### config.mk
export PLATFORM = sky130hd
export DESIGN_NAME = axil_wb_bridge
export DESIGN_NICKNAME = d
export VERILOG_FILES = /design/src/rtl/axil_wb_bridge.sv
export SDC_FILE = /design/constraint.sdc
export NUM_CORES = 1
export LEC_CHECK = 0
export CAP_MARGIN = 10
export CORE_UTILIZATION = 40
export DETAILED_ROUTE_END_ITERATION = 8
export MAX_ROUTING_LAYER = met4
export PLACE_DENSITY_LB_ADDON = 0.12
export SKIP_LAST_GASP = 1
export SYNTH_ARGS = -nofsm -noshare
export SYNTH_HDL_FRONTEND = slang
export SYNTH_SLANG_ARGS = --single-unit
### constraint.sdc
create_clock -name wb_clk_i -period 4 [get_ports wb_clk_i]
set_input_delay 0.4 -clock wb_clk_i [delete_from_list [all_inputs] [get_ports wb_clk_i]]
set_output_delay 0.4 -clock wb_clk_i [all_outputs]
set_load 0.01 [all_outputs]
### src/rtl/axil_wb_bridge.sv
// axil_wb_bridge: AXI4-Lite slave to Wishbone classic master, one WB transaction in flight with timeout abort
module axil_wb_bridge #(
  parameter int ADDR_WIDTH = 18,
  parameter int DATA_WIDTH = 32,
  parameter int TIMEOUT = 255
) (
  input  logic                    wb_clk_i,
  input  logic                    wb_rst_i,
  input  logic [ADDR_WIDTH-1:0]   s_axi_awaddr,
  input  logic                    s_axi_awvalid,
  output logic                    s_axi_awready,
  input  logic [DATA_WIDTH-1:0]   s_axi_wdata,
  input  logic [DATA_WIDTH/8-1:0] s_axi_wstrb,
  input  logic                    s_axi_wvalid,
  output logic                    s_axi_wready,
  output logic [1:0]              s_axi_bresp,
  output logic                    s_axi_bvalid,
  input  logic                    s_axi_bready,
  input  logic [ADDR_WIDTH-1:0]   s_axi_araddr,
  input  logic                    s_axi_arvalid,
  output logic                    s_axi_arready,
  output logic [DATA_WIDTH-1:0]   s_axi_rdata,
  output logic [1:0]              s_axi_rresp,
  output logic                    s_axi_rvalid,
  input  logic                    s_axi_rready,
  output logic                    wb_cyc_o,
  output logic                    wb_stb_o,
  output logic                    wb_we_o,
  output logic [ADDR_WIDTH-1:0]   wb_adr_o,
  output logic [DATA_WIDTH-1:0]   wb_dat_o,
  output logic [DATA_WIDTH/8-1:0] wb_sel_o,
  input  logic [DATA_WIDTH-1:0]   wb_dat_i,
  input  logic                    wb_ack_i,
  input  logic                    wb_err_i,
  output logic                    timeout_o
);
  localparam int SW = DATA_WIDTH / 8;
  typedef enum logic [2:0] {IDLE, WB_WR, WB_RD, B_RESP, R_RESP} state_t;
  state_t state, state_nxt;
  logic rdy_en, aw_full, w_full, ar_full, last_rd;
  logic [ADDR_WIDTH-1:0] aw_addr, ar_addr;
  logic [DATA_WIDTH-1:0] w_data;
  logic [SW-1:0] w_strb;
  logic [15:0] cnt;
  logic on_wr, on_rd, cyc, done, tmo, grant_wr, grant_rd, b_hs, r_hs;
  logic [1:0] resp;
  assign on_wr = state == WB_WR;
  assign on_rd = state == WB_RD;
  assign cyc = on_wr || on_rd;
  // ack/err on the last allowed cycle still beats the timeout
  assign done = cyc && (wb_ack_i || wb_err_i || cnt == 16'(TIMEOUT - 1));
  assign tmo = done && !wb_ack_i && !wb_err_i;
  assign resp = wb_ack_i ? 2'b00 : wb_err_i ? 2'b10 : 2'b11;
  assign grant_wr = state == IDLE && aw_full && w_full && (!ar_full || last_rd);
  assign grant_rd = state == IDLE && ar_full && !grant_wr;
  assign b_hs = state == B_RESP && s_axi_bready;
  assign r_hs = state == R_RESP && s_axi_rready;
  assign s_axi_awready = rdy_en && !aw_full;
  assign s_axi_wready = rdy_en && !w_full;
  assign s_axi_arready = rdy_en && !ar_full;
  assign s_axi_bvalid = state == B_RESP;
  assign s_axi_rvalid = state == R_RESP;
  assign wb_cyc_o = cyc;
  assign wb_stb_o = cyc;
  assign wb_we_o = on_wr;
  assign wb_adr_o = on_wr ? aw_addr : on_rd ? ar_addr : '0;
  assign wb_dat_o = on_wr ? w_data : '0;
  assign wb_sel_o = on_wr ? w_strb : on_rd ? '1 : '0;
  always_comb begin
    state_nxt = state;
    case (state)
      IDLE:    state_nxt = grant_wr ? WB_WR : grant_rd ? WB_RD : IDLE;
      WB_WR:   state_nxt = done ? B_RESP : WB_WR;
      WB_RD:   state_nxt = done ? R_RESP : WB_RD;
      B_RESP:  state_nxt = s_axi_bready ? IDLE : B_RESP;
      R_RESP:  state_nxt = s_axi_rready ? IDLE : R_RESP;
      default: state_nxt = IDLE;
    endcase
  end
  always_ff @(posedge wb_clk_i or posedge wb_rst_i)
    if (wb_rst_i) state <= IDLE;
    else state <= state_nxt;
  always_ff @(posedge wb_clk_i or posedge wb_rst_i) begin
    if (wb_rst_i) begin
      rdy_en <= 1'b0;
      aw_full <= 1'b0;
      w_full <= 1'b0;
      ar_full <= 1'b0;
      aw_addr <= '0;
      ar_addr <= '0;
      w_data <= '0;
      w_strb <= '0;
      last_rd <= 1'b1;
      cnt <= '0;
      timeout_o <= 1'b0;
      s_axi_bresp <= 2'b00;
      s_axi_rresp <= 2'b00;
      s_axi_rdata <= '0;
    end else begin
      rdy_en <= 1'b1;
      if (s_axi_awvalid && s_axi_awready) begin
        aw_full <= 1'b1;
        aw_addr <= s_axi_awaddr;
      end else if (b_hs) aw_full <= 1'b0;
      if (s_axi_wvalid && s_axi_wready) begin
        w_full <= 1'b1;
        w_data <= s_axi_wdata;
        w_strb <= s_axi_wstrb;
      end else if (b_hs) w_full <= 1'b0;
      if (s_axi_arvalid && s_axi_arready) begin
        ar_full <= 1'b1;
        ar_addr <= s_axi_araddr;
      end else if (r_hs) ar_full <= 1'b0;
      if (grant_wr || grant_rd) begin
        cnt <= '0;
        last_rd <= grant_rd;
      end else if (cyc) cnt <= cnt + 16'd1;
      timeout_o <= tmo;
      if (on_wr && done) s_axi_bresp <= resp;
      if (on_rd && done) begin
        s_axi_rresp <= resp;
        s_axi_rdata <= wb_ack_i ? wb_dat_i : '0;
      end
    end
  end
endmodule

## Word level (Yosys, flattened, before mapping)

Cells that the tools add are included.

- Memory bits (read-only): 0
- RAM bits: 0
- Bits of input ports: 113
- Bits in latches: 0
- Output and inout port bits: 99
- Memories kept: 0
- Register bits: 133
- Word-level logic and storage cells: 77

- Add/subtract/negate cells: 1
- Bitwise logic cells: 0
- Equal/unequal tests: 5
- Mux-type cells: 22
- Order comparisons: 0
- Reduce and logical (&&, ||, !) cells: 34
- $mul: 0
- Shift operators: 0
- Divide/modulo/power cells: 0

Operators with widths:

| operator | number |
|---|---|
| $mux 32 | 2 |
| $mux 18 | 2 |
| $mux 16 | 2 |
| $logic_and 1x1->1 | 18 |
| $add 16x1->16 const B | 1 |
| $eq 16x8->1 const B | 1 |
| $pmux 3 s5 | 1 |
| $mux 2 | 5 |
| $mux 4 | 2 |
| $reduce_bool 2->1 | 4 |
| $eq 3x2->1 const B | 2 |
| $logic_not 1->1 | 6 |
| $mux 1 | 6 |
| $mux 3 | 2 |
| $logic_or 1x1->1 | 5 |
| $eq 3x1->1 const B | 1 |
| $eq 3x3->1 const B | 1 |
| $logic_not 3->1 | 1 |

## Longest topological paths before layout

- Word-level depth: 9
- Gate-level depth with buffers: 7
- Mapped depth without buffers: 6

## Worst setup path after synthesis

OpenSTA, ideal clock, no wires.

- Path type: register to output
- From: register state[0]
- To: output wb_stb_o
- Data required time: 3,600 ps
- Slack: 2,022 ps
- Cell stages (with the launch flop): 7
- Path buffers: 3
- Arrival: 1,578 ps
- Cell sequence: dfrtp_1 > buf_4 > xnor2_1 > or2_2 > clkbuf_1 > inv_1 > buf_4

- Longest elaborated chain between the ends: 2
- Elaborated cells on any way between the ends: 3
- Classes of those cells: eq/ne (2); reduce/logical (1)

Ends and longest elaborated chain:

| element | line | RTL |
|---|---|---|
| from (decl) | 39 | `state_t state, state_nxt;` |
| from (signal assigned) | 82 | `else state <= state_nxt;` |
| $eq 3x1->1 or $eq 3x2->1 (tied branches) | 47, 48 |  |
| $logic_or 1x1->1 * | 49 | `assign cyc = on_wr \|\| on_rd;` |
| to (decl) | 27 | `output logic wb_stb_o,` |

Every way passes the cells marked *; elsewhere a longest branch is shown, timed or not.

## Final worst setup path

- From: register state[1]
- To: output wb_adr_o[13]

- Longest elaborated chain between the ends: 3
- Elaborated cells on any way between the ends: 4
- Classes of those cells: eq/ne (2); mux (2)

Ends and longest elaborated chain:

| element | line | RTL |
|---|---|---|
| $eq 3x2->1 | 48 | `assign on_rd = state == WB_RD;` |
| $mux 18 | 66 | `assign wb_adr_o = on_wr ? aw_addr : on_rd ? ar_addr : '0;` |
| $mux 18 * | 66 |  |
| to (decl) | 29 | `output logic [ADDR_WIDTH-1:0] wb_adr_o,` |

Marked as above.

==> flow_metrics.tcl <==
set metrics [dict create \
    clk_transition_reported_paths_ps 50 \
    flow.area_growth_from_synthesis_pct 51.0 \
    power.ir.vdd_worst_mv 0.399 \
    placement.io_buffers 211 \
    detail_route.iter0.violations 200 \
    clk_latency_ps 410 \
    non_filler_instance_count_after_layout 852 \
    initial_core_util_pct 40.8 \
    post_cts_buffers 0 \
    power_density_nw_per_um2 752 \
    post_synth_instance_area_um2 5640 \
    overflow 0 \
    placed_cells 820 \
    depth_of_the_cts_h_tree 4 \
    slew_margin_rel_pct 24.1 \
    timing.fmax_mhz 326 \
    run_status "completed" \
    yosys_register_bits 133 \
    grt_usage_pct 20.7 \
    drt_pass1_iterations 4 \
    syn-num-nets 564 \
    grt_first_pass_wirelength_mm 22.3 \
    p_leak_nw 3.64 \
    syn_avg_cell_area_um2 12.6 \
    timing.critical_path.from_type "register" \
    final_core_utilization_pct 61.6 \
    synth_top_flop_cell "dfrtp_1" \
    setup_slack_ps 928 \
    rsz0062_at_grt "false" \
    layout_cell_share_with_drive_strength_beyond_1_pct 16.8 \
    synth.top_cells.by_count "dfrtp_1, mux2_2, a22o_1" \
    antenna-diode-count 0 \
    ys_types 40 \
    nFillCells 1095 \
    cts_resized 0 \
    fin_worst_skew_ps 8.70 \
    clock_tree_from_tritoncts "built" \
    timing.final.crit_period_ps 3070 \
    boundary_pin_count 212 \
    ctsLongestPathBuffers 2 \
    ys_async_sr_fraction_pct 100 \
    synth-warning-count 0 \
    finalCritPeriodShare_pct 76.8 \
    cts-buffers-inserted 17 \
    sink_count 133 \
    num_rows 43 \
    synth_sequential_area_ratio_pct 59.1 \
    most_numerous_cell_in_the_yosys_netlist "dfrtp_1" \
    finish.net_count 774 \
    die_height_um 121 \
    final-max-slew-violation-count 0 \
    final_routed_wire_length_divided_by_cell_count_um 16.3 \
    multi_input_area_um2 2170 \
    root_buffer "clkbuf_16" \
    placeableCoreArea_um2 13800 \
    drcViolationCount 0 \
    die_area_um2 14600 \
    yosys-top-cells-area "dfrtp_1, mux2_2, a22o_1, and2_1, a21oi_1" \
    grt_antenna_before_repair 0 \
    endpoint_kind "output pin" \
    die-width_um 121 \
    hold_path_class "register to register" \
    largest_net_degree_at_the_start_of_global_routing 122 \
    synth_enable_flop_cells 0 \
    postRouteWirelength_mm 13.9 \
    max_cap_viol_count 0 \
    endpoints_failing_hold 0 \
    timing.critical_path.required_ps 3600 \
    first_global_vias 4385 \
    critPathArrivalTime_ps 2670 \
    dp_hpwl_mm 9.74 \
    totalNegativeSetupSlack_ps 0 \
    preCtsSetupSlack_ps 1340 \
    dr_total_vias 4248 \
    seq_area_um2 3330 \
    syn-instance-count 449 \
    holdBufCountCts 0 \
    vias_per_cell 4.99 \
    yosys.area.top_type "dfrtp_1" \
    synth.top_cell.area_share_pct 58.6 \
    critPathKind "register to output pin" \
    crit_path_max_fanout 16 \
    worst_pin_slew_ps 1140 \
    detail-route-antenna-nets 0 \
    place.gp.congestion 0.767 \
    setup-violations-final 0 \
]
## power breakdown
| part | internal (W) | total, W | switching (W) |
|---|---|---|---|
| combinational | 0.00155 | 0.00267 | 0.00112 |
| clock | 0.000942 | 0.00149 | 0.000551 |
| sequential | 0.00191 | 0.00224 | 0.000324 |
| total | 0.00440 | 0.00640 | 0.00200 |
## registers in the layout (all words and copies together), names as in the netlist
| signal | flops |
|---|---|
| aw_addr | 18 |
| cnt | 16 |
| last_rd | 1 |
| ar_addr | 18 |
| s_axi_rresp | 2 |
| s_axi_bresp | 2 |
| s_axi_rdata | 32 |
| state | 3 |
| timeout_o | 1 |
| ar_full | 1 |
| w_full | 1 |
| w_data | 32 |
| aw_full | 1 |
| w_strb | 4 |
| rdy_en | 1 |
## area by class of cell
cell class / instances / area share (%)
flip-flops and latches: 133 / 39.1
multi-input cells: 279 / 25.5
repair buffers: 217 / 25.5
clock buffers: 22 / 5.45
well taps: 180 / 2.65
clock inverters: 10 / 1.23
inverters: 11 / 0.544
## through the flow
step	hold WS, ps	power, W	cell area, um2
5_1_grt	498	0.00679	8510
4_1_cts	489	0.00648	8510
3_3_place_gp	473	0.00489	7940
6_report	484	0.00640	8510
3_5_place_dp	481	0.00495	7940
2_1_floorplan	461	0.00359	5640
## cells by family (layout without fill, tap and decap cells)
family                   Yosys count  count (layout)  share of synthesized area [%]
adder cells (fa/ha/maj)            2               2                          0.444
other                              1               1                         0.0665
AND/OR/NAND/NOR                  110             110                           10.9
flip-flops                       133             133                           59.1
XOR/XNOR                           7               7                           1.09
multiplexers                      72              72                           14.4
buffers and inverters             37             260                           2.69
AO/OA/AOI/OAI                     87              87                           11.3
## routing by layer
layer / vias to the layer above / track usage (%) / share of wire [%]
met5: - / - / 0
met4: 0 / 6.64 / 1.6
met3: 15 / 7.12 / 6.5
met2: 141 / 33.1 / 49
met1: 2062 / 24.7 / 43
li1: 2030 / - / -
## worst max-delay path, stage by stage (launching register included)
cell	delay, ps
dfrtp_1	440
inv_1	130
nor3_4	600
buf_4	330
a22o_1	200
clkdlybuf4s50_1	550
## cells in the final DEF, fill, tap and decap left out, types with 2 or more instances in the layout
cell / netlist / final
a21oi_1: 17 / 17
a22o_1: 50 / 50
and2_1: 34 / 34
buf_4: 2 / 5
bufinv_16: 0 / 2
clkbuf_1: 20 / 3
clkbuf_16: 0 / 17
clkbuf_8: 0 / 2
clkdlybuf4s50_1: 0 / 211
clkinv_2: 0 / 6
clkinvlp_4: 0 / 2
dfrtp_1: 132 / 132
ha_1: 2 / 2
inv_1: 11 / 10
mux2_2: 72 / 72
nand2_1: 16 / 16
nand2b_1: 3 / 3
nand3_1: 5 / 5
nand4_1: 3 / 3
nor2_1: 16 / 16
nor2b_1: 4 / 4
nor3_1: 4 / 4
nor4_1: 2 / 2
o21ai_0: 14 / 14
or3_1: 9 / 9
or4_1: 4 / 4
xnor2_1: 6 / 6
## path summary, 6_finish.rpt
kind / startpoint / cells past startpoint / slack, ps / to
worst min-delay path: last_rd / 2 / 480 / last_rd
worst max register to register: state[1] / 4 / 1480 / s_axi_rdata[13]
min in group asynchronous: wb_rst_i / 2 / 600 / s_axi_rdata[18]
worst min register to register: last_rd / 2 / 480 / last_rd
worst max-delay path: state[1] / 5 / 930 / wb_adr_o[13]
max in group asynchronous: wb_rst_i / 2 / 2630 / w_data[12]
(Power assumes the default switching activity.)
